===== src/rtl/f16_pkg.sv =====
// Shared types and constants for the half -> single conversion sequencer.
package f16_pkg;

  typedef enum logic [1:0] {IDLE, RUN, DRAIN, DONE} state_t;

  typedef struct packed {
    logic       sign;
    logic [4:0] exp;
    logic [9:0] man;
  } f16_t;

  localparam logic [7:0] F16_TO_F32_EXP_ADJ = 8'd112;

  // The half arrives byte-swapped in the upper 16 bits of the source word.
  localparam int HALF_LO_LSB = 24;
  localparam int HALF_HI_LSB = 16;

endpackage


===== src/rtl/f16_to_f32.sv =====
// Combinational f16 -> f32 re-bias; deliberately no special-casing so results
// match the legacy software conversion bit for bit.
module f16_to_f32
  import f16_pkg::*;
(
  input  logic [31:0] din,
  output logic [31:0] dout
);

  f16_t       half;
  logic [7:0] exp32;
  logic       unused_lo;

  assign half      = {din[HALF_HI_LSB +: 8], din[HALF_LO_LSB +: 8]};
  assign exp32     = {3'b000, half.exp} + F16_TO_F32_EXP_ADJ;
  assign dout      = {half.sign, exp32, half.man, 13'b0};
  assign unused_lo = ^din[15:0];

endmodule


===== src/rtl/f16_convert_seq.sv =====
// Streams len words src BRAM -> f16_to_f32 -> dst BRAM at one word per cycle.
module f16_convert_seq
  import f16_pkg::*;
#(
  parameter int ADDR_W = 12,
  parameter int LEN_W  = 12
) (
  input  logic              clk,
  input  logic              rst,
  input  logic              start,
  input  logic [ADDR_W-1:0] src_base,
  input  logic [ADDR_W-1:0] dst_base,
  input  logic [LEN_W-1:0]  len,
  output logic              busy,
  output logic              done,
  output logic              src_en,
  output logic [ADDR_W-1:0] src_addr,
  input  logic [31:0]       src_rdata,
  output logic              dst_we,
  output logic [ADDR_W-1:0] dst_addr,
  output logic [31:0]       dst_wdata
);

  // Stage 0 = read issued, 1 = BRAM data valid, 2 = write issued.
  localparam int STAGES = 2;

  state_t            state;
  logic [ADDR_W-1:0] src_base_q, dst_base_q;
  logic [LEN_W-1:0]  len_q, rd_cnt, wr_cnt;
  logic [STAGES:0]   vld_pipe;
  logic [31:0]       conv;

  f16_to_f32 u_conv (.din(src_rdata), .dout(conv));

  assign src_en = vld_pipe[0];
  assign dst_we = vld_pipe[STAGES];

  always_ff @(posedge clk) begin
    if (rst) begin
      state      <= IDLE;
      busy       <= 1'b0;
      done       <= 1'b0;
      vld_pipe   <= '0;
      src_addr   <= '0;
      dst_addr   <= '0;
      dst_wdata  <= '0;
      src_base_q <= '0;
      dst_base_q <= '0;
      len_q      <= '0;
      rd_cnt     <= '0;
      wr_cnt     <= '0;
    end else begin
      vld_pipe <= {vld_pipe[STAGES-1:0], 1'b0};
      done     <= 1'b0;

      if (vld_pipe[1]) begin
        dst_wdata <= conv;
        dst_addr  <= dst_base_q + ADDR_W'(wr_cnt);
        wr_cnt    <= wr_cnt + LEN_W'(1);
      end

      case (state)
        IDLE: if (start) begin
          src_base_q <= src_base;
          dst_base_q <= dst_base;
          len_q      <= len;
          wr_cnt     <= '0;
          if (len == '0) begin
            rd_cnt <= '0;
            done   <= 1'b1;
            state  <= DONE;
          end else begin
            // First read goes out with the state change so read k lands in cycle 1+k.
            busy        <= 1'b1;
            vld_pipe[0] <= 1'b1;
            src_addr    <= src_base;
            rd_cnt      <= LEN_W'(1);
            state       <= (len == LEN_W'(1)) ? DRAIN : RUN;
          end
        end
        RUN: begin
          vld_pipe[0] <= 1'b1;
          src_addr    <= src_base_q + ADDR_W'(rd_cnt);
          rd_cnt      <= rd_cnt + LEN_W'(1);
          if (rd_cnt == len_q - LEN_W'(1)) state <= DRAIN;
        end
        DRAIN: if (wr_cnt == len_q) begin
          busy  <= 1'b0;
          done  <= 1'b1;
          state <= DONE;
        end
        DONE: state <= IDLE;
        default: state <= IDLE;
      endcase
    end
  end

endmodule

===== config.mk =====
export PLATFORM = sky130hd
export DESIGN_NAME = f16_convert_seq
export DESIGN_NICKNAME = d
export VERILOG_FILES = /design/src/rtl/f16_pkg.sv /design/src/rtl/f16_to_f32.sv /design/src/rtl/f16_convert_seq.sv
export SDC_FILE = /design/constraint.sdc
export NUM_CORES = 1
export LEC_CHECK = 0
export BUFFER_PORTS_ARGS = -buffer_cell sky130_fd_sc_hd__buf_2
export CAP_MARGIN = 5
export CORE_ASPECT_RATIO = 1.1
export CORE_MARGIN = 2
export CORE_UTILIZATION = 45
export CTS_CLUSTER_DIAMETER = 200
export CTS_CLUSTER_SIZE = 16
export DETAILED_ROUTE_END_ITERATION = 12
export GPL_ROUTABILITY_DRIVEN = 0
export HOLD_SLACK_MARGIN = 0.15
export PLACE_DENSITY = 0.68
export RECOVER_POWER = 100
export SLEW_MARGIN = 20
export SYNTH_ARGS = -nofsm -noshare
export SYNTH_HDL_FRONTEND = slang
export SYNTH_SLANG_ARGS = --single-unit

===== constraint.sdc =====
create_clock -name clk -period 3.4 [get_ports clk]
set_input_delay 0.34 -clock clk [delete_from_list [all_inputs] [get_ports clk]]
set_output_delay 0.34 -clock clk [all_outputs]
set_load 0.005 [all_outputs]

==> results.toml <==
[pwr]
pwr-share-comb_pct = 34.8
intPower_w = 0.002573
power_density_nw_per_um2 = 607.2
swShare_pct = 36.98
irDropWorstVdd_mv = 0.2566
p_leak_nw = 2.825
clkPwrFrac_pct = 25.8
seq_power_share_pct = 39.4
power_switching_w = 0.001510

[floorplan]
row_count = 44
start_util_pct = 45.67
dieArea_um2 = 14240
pin_count = 131
fp.dieW_um = 114.0
die_h_um = 125.0
core-area_um2 = 13100

[cts]
clk_pin_slew_ns = 0.07
ctsHoldBuffers = 0
numCtsBuffers = 9
cts_tree = "yes"
cts-root-buf = "clkbuf_16"
h-tree-depth = 3
clock_sinks = 108
cts_resized = 0
clk_path_buf_depth = 2
clkLatencyLatePin_ns = 0.36
post_cts_buffers = 0

[worst_setup_path]
required_ns = 3.58
critPathMostFrequentCell = "clkbuf_1"
crit_slowest_cell = "clkbuf_1"
cpPeakStageDelay_ns = 1.04
cp_max_fo = 25
startpoint_type = "flop"
r2r_slack_ns = 0.54
crit_type = "flop to flop"
cp.arrival_ns = 3.04
endpoint_kind = "flop"
cp_cell_sequence = "inv_1 -> ha_1 -> clkbuf_1 -> o21ai_0 -> clkbuf_1 -> a221oi_1 -> nor2_1"

[yosys]
synth_cells = 730
yosys.area.top_type = "dfxtp_1"
syn_area_um2 = 5984
synth_common_cells = "nand2_1, dfxtp_1, nor2_1"
ys_types = 66
synth_top_family_by_area = "simple AND/OR/NAND/NOR gates"
synth_fa_ha_area_share_pct = 6.523
synth_top_area_share_pct = 36.13
yosysSeqAreaShare_pct = 36.13
ys_warn_count = 0
synth_compound_area_share_pct = 16.37
ys_seq_elements = 108
avgSynthCellArea_um2 = 8.198
synth_top_flop_cell = "dfxtp_1"
synth-edff-count = 0
synth.most_common_cell = "nand2_1"
synth-async-reset-ratio_pct = 0
synth_xor_xnor_area_share_pct = 7.610
synthMuxAreaShare_pct = 5.561
yosys.area_share.simple_pct = 21.70
ys_top_cells_by_area = "dfxtp_1, nand2_1, ha_1"

[placed_design]
numPortBuffers = 101
hpwlAfterDp_um = 9664
placed_cell_area_um2 = 6499
dp_cells = 952

[layout]
nNetsFinal = 903
final_cell_area_um2 = 6725
n_antenna_cell = 0
fin_util_pct = 51.33
area_growth_pct = 12.38
final_cells = 967
drive_above_1_share_pct = 13.03

[detailed_routing]
drc_errors = 0
drt.antenna.violating_nets = 0
drtPass1Iterations = 4
wl_per_cell_um = 14.22
vias = 5126
wl_um = 13760
via_per_inst = 5.301
drtIter0Drc = 231

[global_route]
grt_pass1_wl_um = 22990
grt_use_total_pct = 19.85
grt_max_degree = 105
antenna_found_initial = 0
grt_overflow_total = 0
grt_pass1_vias = 4882

[sta]
hold-worst-slack_ns = 0.1701
tightest_slew_ns = 2.053
fin_skew_ns = 0.004116
hold_viol = 0
fmax_mhz = 349.4
period_needed_ns = 2.862
drv_slew = 105
fin_crit_sh_pct = 84.17
rsz0062_at_grt = "false"
setup_viol = 0
fin_tns_setup_ns = 0
maxSlewHeadroom_pct = -36.90

[run_status]
violations = "max-capacitance violations, max-slew violations"
status = "complete, but fails checks"

[worst_hold_path]
hold_class = "input pin to flop"

[flow_run]
cap_violations = 1
[layout by cell type (no fill, tap or decap), types with 16 or more instances in the layout]
cell,netlist,layout
inv_1,20,20
xnor2_1,18,18
o21ai_0,22,22
nor2_1,72,72
buf_2,0,74
a21oi_1,64,64
dfxtp_1,108,108
nand2_1,110,110
clkbuf_1,33,31
mux2i_1,31,31
nand3_1,16,16
ha_1,28,28
xor2_1,34,34
nor3_1,16,16
[state kept, by name, summed over array words and instances (netlist names)]
| signal | count |
|---|---|
| vld_pipe | 3 |
| src_addr | 12 |
| wr_cnt | 12 |
| dst_base_q | 12 |
| dst_wdata | 17 |
| dst_addr | 12 |
| done | 1 |
| busy | 1 |
| len_q | 12 |
| src_base_q | 12 |
| rd_cnt | 12 |
| state | 2 |
[metal layers]
metal / share of wire (%) / up-vias / track usage [%]
met3: 4.3 / 15 / 4.023
met1: 45 / 2344 / 24.32
met2: 49 / 116 / 33.86
met4: 1.7 / 0 / 8.106
met5: 0 / - / 0
li1: - / 2651 / -
[metrics by stage]
| step | power [W] | worst slack [ns] |
|---|---|---|
| detailed placement | 0.003101 | 0.6599 |
| global placement | 0.003094 | 0.7030 |
| CTS | 0.004168 | 0.6017 |
| floorplan | 0.002702 | 0.9685 |
| global route | 0.004362 | 0.2632 |
| finish | 0.004084 | 0.5381 |
[final timing paths]
check | start | to | depth (start not counted)
setup / recovery | state[1] | rd_cnt[0] | 7
setup reg to reg | state[1] | rd_cnt[0] | 7
hold reg to reg | src_addr[1] | src_addr[1] | 2
hold / removal | src_rdata[22] | dst_wdata[29] | 2
[area by class of cell]
type	count	area (µm²)
Clock buffer	9	225.2
Clock inverter	6	65.06
Fill cell	1322	6377
Inverter	20	75.07
Multi-Input combinational cell	556	3500
Sequential cell	108	2162
Tap cell	161	201.4
Timing Repair Buffer	107	496.7
[cell families after synthesis]
family	after synthesis
DFF	108
buffers and inverters	78
muxes	33
and+or+nand+nor	276
adders and majority gates	30
other	1
AOI/OAI and AO/OA	152
xor gates and xnor gates	52
[power by group through the flow]
stage	combinational [W]	clock, W	sequential, W
global placement	0.00146	0	0.00163
detailed placement	0.00146	0	0.00164
floorplan	0.00113	0	0.00157
finish	0.00142	0.00105	0.00161
global route	0.00161	0.00112	0.00163
CTS	0.00147	0.00109	0.00161
[worst max-delay path, delay by kind of cell (launching register included)]
family / cells / cell delay [ns]
AOI/OAI and AO/OA: 2 / 0.70
DFF: 1 / 0.33
buffers and inverters: 3 / 1.43
adders and majority gates: 1 / 0.17
and+or+nand+nor: 1 / 0.06
Note: power is estimated with default switching activity, not from simulation.
